--- config.mk ---
export PLATFORM = sky130hd
export DESIGN_NAME = irq_pending_latch
export DESIGN_NICKNAME = d
export VERILOG_FILES = /design/src/rtl/irq_pending_latch.sv
export SDC_FILE = /design/constraint.sdc
export NUM_CORES = 1
export LEC_CHECK = 0
export BUFFER_PORTS_ARGS = -buffer_cell sky130_fd_sc_hd__buf_2
export CELL_PAD_IN_SITES_DETAIL_PLACEMENT = 0
export CELL_PAD_IN_SITES_GLOBAL_PLACEMENT = 1
export CORE_MARGIN = 8
export CORE_UTILIZATION = 34
export CTS_CLUSTER_SIZE = 12
export DETAILED_ROUTE_END_ITERATION = 16
export GPL_ROUTABILITY_DRIVEN = 0
export PLACE_DENSITY_LB_ADDON = 0.1
export RECOVER_POWER = 100
export SETUP_SLACK_MARGIN = 0.05
export SLEW_MARGIN = 40
export SYNTH_ARGS = -nofsm -noshare
export SYNTH_HDL_FRONTEND = slang
export SYNTH_SLANG_ARGS = --single-unit
--- constraint.sdc ---
create_clock -name clk -period 1.05 [get_ports clk]
set_input_delay 0.105 -clock clk [delete_from_list [all_inputs] [get_ports clk]]
set_output_delay 0.105 -clock clk [all_outputs]
set_load 0.02 [all_outputs]
--- src/rtl/irq_pending_latch.sv ---
// Synchronises four request lines into pending bits and presents a frozen masked snapshot.
// IRQ_EDGE_LATCH_EN selects sticky edge-latched pending bits; undefined gives level mode.
module irq_pending_latch #(
    parameter int unsigned SYNC_STAGES = 2
) (
    input  logic       clk,
    input  logic       rst,
    input  logic [3:0] irq_in,
    input  logic [3:0] mask,
    output logic [3:0] snap,
    input  logic [1:0] sel_in,
    output logic       valid,
    output logic [1:0] idx,
    input  logic       ack,
    output logic [3:0] miss,
    input  logic       miss_clr
);

    typedef enum logic {StIdle, StPresent} state_e;

    logic [3:0] sync_q [SYNC_STAGES];
    logic [3:0] s;
    logic [3:0] pending_q;
    state_e     state_q;
    logic       first_q;
    logic [3:0] snap_q;
    logic [1:0] idx_q;
    logic       accept;

    always_ff @(posedge clk) begin
        if (rst) begin
            for (int j = 0; j < int'(SYNC_STAGES); j++) begin
                sync_q[j] <= '0;
            end
        end else begin
            sync_q[0] <= irq_in;
            for (int j = 1; j < int'(SYNC_STAGES); j++) begin
                sync_q[j] <= sync_q[j-1];
            end
        end
    end

    assign s = sync_q[SYNC_STAGES-1];

    // The first PRESENT cycle holds off ack so idx can be captured from the encoder first.
    assign accept = (state_q == StPresent) && !first_q && ack;

`ifdef IRQ_EDGE_LATCH_EN
    logic [3:0] s_d_q;
    logic [3:0] rise;
    logic [3:0] clr;
    logic [3:0] pending_d;
    logic [3:0] miss_q;
    logic [3:0] miss_d;

    always_comb begin
        rise      = s & ~s_d_q;
        clr       = accept ? (4'b0001 << idx_q) : 4'b0000;
        // A new edge wins over the ack clear on the same bit.
        pending_d = (pending_q & ~clr) | rise;
        miss_d    = (miss_q & ~{4{miss_clr}}) | (rise & pending_q & ~clr);
    end

    always_ff @(posedge clk) begin
        if (rst) begin
            s_d_q     <= '0;
            pending_q <= '0;
            miss_q    <= '0;
        end else begin
            s_d_q     <= s;
            pending_q <= pending_d;
            miss_q    <= miss_d;
        end
    end

    assign miss = miss_q;
`else
    logic unused_miss_clr;

    always_ff @(posedge clk) begin
        if (rst) begin
            pending_q <= '0;
        end else begin
            pending_q <= s;
        end
    end

    assign miss            = 4'b0000;
    assign unused_miss_clr = miss_clr;
`endif

    always_ff @(posedge clk) begin
        if (rst) begin
            state_q <= StIdle;
            first_q <= 1'b0;
            snap_q  <= '0;
            idx_q   <= '0;
        end else begin
            unique case (state_q)
                StIdle: begin
                    if (|(pending_q & mask)) begin
                        state_q <= StPresent;
                        first_q <= 1'b1;
                        snap_q  <= pending_q & mask;
                    end
                end
                StPresent: begin
                    first_q <= 1'b0;
                    if (first_q) begin
                        idx_q <= sel_in;
                    end
                    if (accept) begin
                        state_q <= StIdle;
                        snap_q  <= '0;
                    end
                end
                default: begin
                    state_q <= StIdle;
                end
            endcase
        end
    end

    assign snap  = snap_q;
    assign valid = (state_q == StPresent);
    assign idx   = idx_q;

endmodule

# [Word level (Yosys, flattened, before mapping)]
# Memory sizes are Yosys's and may differ from the RTL's. A register that Yosys moved wholly into a read port is not among the register bits.
# Index checks and enable logic that the tools add are counted.
[totals] regBits=8 ram_bits=8 elab_cells=30 memories=1
[op_classes] eq_ne=2 muxes=13 bitwise_logic=4 reduce_logical=6
[memory_table] name="sync_q" depth=2 word_bits=4 rd=2 rd_ports_with_merged_regs=1 wr=2 line="21" text="logic [3:0] sync_q [SYNC_STAGES];"
[op_table] op="4-bit 2-to-1 mux" count=4
[op_table] op="4-bit one-hot mux with 2 select lines" count=1
[op_table] op="1-bit 2-to-1 mux" count=6
[op_table] op="4-bit AND" count=1
[op_table] op="1-bit one-hot mux with 2 select lines" count=2
[op_table] op="2-bit AND reduction" count=2
[op_table] op="4-bit OR reduction" count=1
[op_table] op="1-bit logical AND" count=2
[op_table] op="2-bit by 1-bit inequality test with 1-bit output (second input constant)" count=1
[op_table] op="2-bit inequality test (second input constant)" count=1
[op_table] op="1-bit OR" count=2
[op_table] op="1-bit zero test" count=1
[op_table] op="1-bit NOT" count=1

# [Depth between registers and ports, before layout]
[logic_depth] depth_word=5 mapped_depth=3 depth_no_buf=3

# [Least setup slack after synthesis]
# OpenSTA, ideal clock, no wires.
[synth_timing] path_kind="reg-to-reg" start="register state_q, in the netlist valid" end="register snap_q[3], in the netlist snap[3]" setup_time_ps=123 t_arrival_ps=873 required_time_ps=927 setup_slack_ps=54 path_stages_with_launch=4 synth_period_minus_slack_ps=996 path_cell_list="dfxtp_1 > nand3b_2 > nand3_1 > o21ai_1"
[synth_between] elab_chain_len=4 elab_cells_between_ends=7 cone_classes="eq/ne: 2; mux: 1; bitwise: 1; reduce/logical: 3"
[synth_lines] element="start: declaration" line="24" text="state_e state_q;"
[synth_lines] element="start signal: assignment" line="94" text="state_q <= StIdle;"
[synth_lines] element="start signal: assignment" line="102" text="state_q <= StPresent;"
[synth_lines] element="start signal: assignment" line="113" text="state_q <= StIdle;"
[synth_lines] element="1-bit logical AND (2 in a row)" line="46" text="assign accept = (state_q == StPresent) && !first_q && ack;"
[synth_lines] element="2-bit by 1-bit inequality test with 1-bit output (no source line)"
[synth_lines] element="2-bit AND reduction (no source line)"
[synth_lines] element="end signal: assignment" line="104" text="snap_q <= pending_q & mask;"
[synth_lines] element="end: declaration" line="26" text="logic [3:0] snap_q;"
# Several ways; a longest one is shown, not always the timed one.
# A chain may end at the register's enable or synchronous reset.

# [Worst setup path after layout]
[layout_timing] start="register state_q, in the netlist valid" end="output valid"
[layout_rtl] element="end: declaration" line="12" text="output logic valid,"
# No word-level cell between the ends.

==> impl_metrics.tcl <==
set metrics [dict create \
    layout_common_cells "dfxtp_1, nor2b_1, buf_2, nand3_1" \
    vias 480 \
    hold_start "irq_in[2]" \
    worst-endpoint-required_ns 0.94 \
    synthMuxAreaShare_pct 0 \
    final_common_cell "dfxtp_1" \
    slowest_delay_ns 0.40 \
    tns_ns 0 \
    cpMaxStageDelayCell "dfxtp_4" \
    yosys.area_share.xor_xnor_pct 0 \
    crit_cells 1 \
    synth-adder-area-share_pct 0 \
    viasPerCell 4.17 \
    placed_area_um2 791 \
    synth-seq-cells 20 \
    rsz0062_at_grt "yes" \
    worst_setup_path_start_kind "flop" \
    min_path_type "in -> reg" \
    reg2reg_depth 3 \
    yosysSeqAreaShare_pct 59.0 \
    synth_top_family_by_area "simple AND/OR/NAND/NOR gates" \
    cts_hold_buffers 0 \
    total_leakage_power_nw 0.344 \
    grt_start_max_net_pins 11 \
    r2r_start "pending_q[0]" \
    drv_cap 0 \
    path_delay_family "flip-flops" \
    design_area_um2 817 \
    core_um2 1920 \
    crit_fanout 6 \
    power_density_nw_per_um2 1530 \
    syn_inst 66 \
    ir_drop_uv 733 \
    grt_pass1_vias 487 \
    final_util_pct 42.5 \
    place_ws_ns 0.0762 \
    antenna_left 0 \
    wl_per_cell_um 10.1 \
    hold_violations 0 \
    die_h_um 60.7 \
    grt_pass1_wl_mm 1.93 \
    dr_wl_met2_um 525 \
    dr_wl_met3_um 122 \
    setup_viol 0 \
    cp_cell_sequence "clkbuf_2" \
    die_x_um 60.7 \
    synth-simple-area-share_pct 23.2 \
    cts.sinks 20 \
    crit_path_start "valid" \
    period_share_pct 92.1 \
    end_kind "output pin" \
    fin_nets 104 \
    h-tree-depth 1 \
    pin_count 25 \
    outcome "finished clean" \
    cts_max_path_buffers 2 \
    antennaDiodeCount 0 \
    synthToLayoutAreaGrowth_pct 20.5 \
    cts_tree "built" \
    dieArea_um2 3680 \
    overflow 0 \
    fin_ws_ns 0.0825 \
    path_clk_slew_ns 0.10 \
    root_buffer "clkbuf_4" \
    fin_crit_ns 0.967 \
    yosysWarnings 0 \
    track_usage_pct 7.06 \
    grt_antenna_before_repair 0 \
    syn_avg_cell_area_um2 10.3 \
    clock_latency_ns 0.29 \
    final_max_slew_viol_count 0 \
    met1Wirelength_um 506 \
    core.rowCount 16 \
    wl_mm 1.17 \
    drt_iter0_drc 6 \
    worst_hold_path.num_cells 2 \
    drive_gt1_share_pct 28.4 \
    clock.fmax_mhz 1030 \
    drc 0 \
    crit_arrival_ns 0.86 \
    cts_buffers 3 \
    port_buffers 19 \
    dp.final_hpwl_um 933 \
    top_layer "met4" \
    crit_type "reg -> out" \
    synth_area_um2 678 \
    start_util_pct 35.3 \
    skew_ns 0.00397 \
    cp.buffers_inverters 1 \
    firstDrtPassIters 4 \
    synth-compound-area-share_pct 11.4 \
    synth.distinct_cells 15 \
]
per-stage QoR:
step | power, W | instances | hold slack (ns)
after floorplan | 0.000891 | 69 | 0.177
after global placement | 0.000924 | 111 | 0.312
after detailed placement | 0.000926 | 111 | 0.321
after CTS | 0.00128 | 114 | 0.00220
after global routing | 0.00132 | 115 | 0.00775
final | 0.00125 | 115 | 0.0151
logic make-up after synthesis:
kind of cell           count (synthesis)
AO/OA/AOI/OAI                         11
buffers and inverters                  6
flip-flops                            20
other                                  1
AND/OR/NAND/NOR                       28
synthesized netlist by cell type (all sizes together):
cell    count  area share, %
a22oi       2            3.7
nand3b      1            1.7
nand2       4            2.2
dfxtp      20             59
o211a       1            1.5
o21ai       4            3.0
buf         5            5.2
o21a        1            1.1
nand3      10            7.4
nor2b      12             11
nor2        1           0.92
inv         1           0.55
conb        1           0.55
a21oi       3            2.2
timing repair:
action,4_1_cts,5_1_grt
setup buffers,0,1
endpoints found under the setup margin,1,6
cloned,0,0
pin swaps,0,3
endpoints found under the hold margin,0,0
resized for setup,2,3
registers in the layout (all words and copies together), names as in the netlist:
signal	count
first_q	1
idx	2
pending_q	4
snap	4
sync_q	8
valid	1
report_power, final:
| part | internal (W) | leakage [nW] | switching [W] |
|---|---|---|---|
| clock network | 0.000133 | 0.0138 | 0.000211 |
| logic | 0.0000434 | 0.166 | 0.0000622 |
| registers | 0.000785 | 0.164 | 0.0000147 |
| total | 0.000962 | 0.344 | 0.000288 |
path summary, 6_finish.rpt:
check / to / slack [ns]
worst min register to register: pending_q[0] / 0.44
worst max register to register: valid / 0.11
worst max-delay path: valid / 0.08
worst min-delay path: sync_q[0][2] / 0.02
layer usage:
metal / track usage (%) / up-vias
li1: - / 259
met1: 8.03 / 204
met2: 10.6 / 15
met3: 2.75 / 2
met4: 4.98 / 0
met5: 0 / -
cell type report:
class	instances	area (µm²)
fillers	218	1100
flip-flops and latches	20	404
well taps	27	33.8
multi-input cells	43	254
repair buffers	21	98.8
inverters	1	3.75
clock buffers	3	22.5
(Power assumes the default switching activity.)
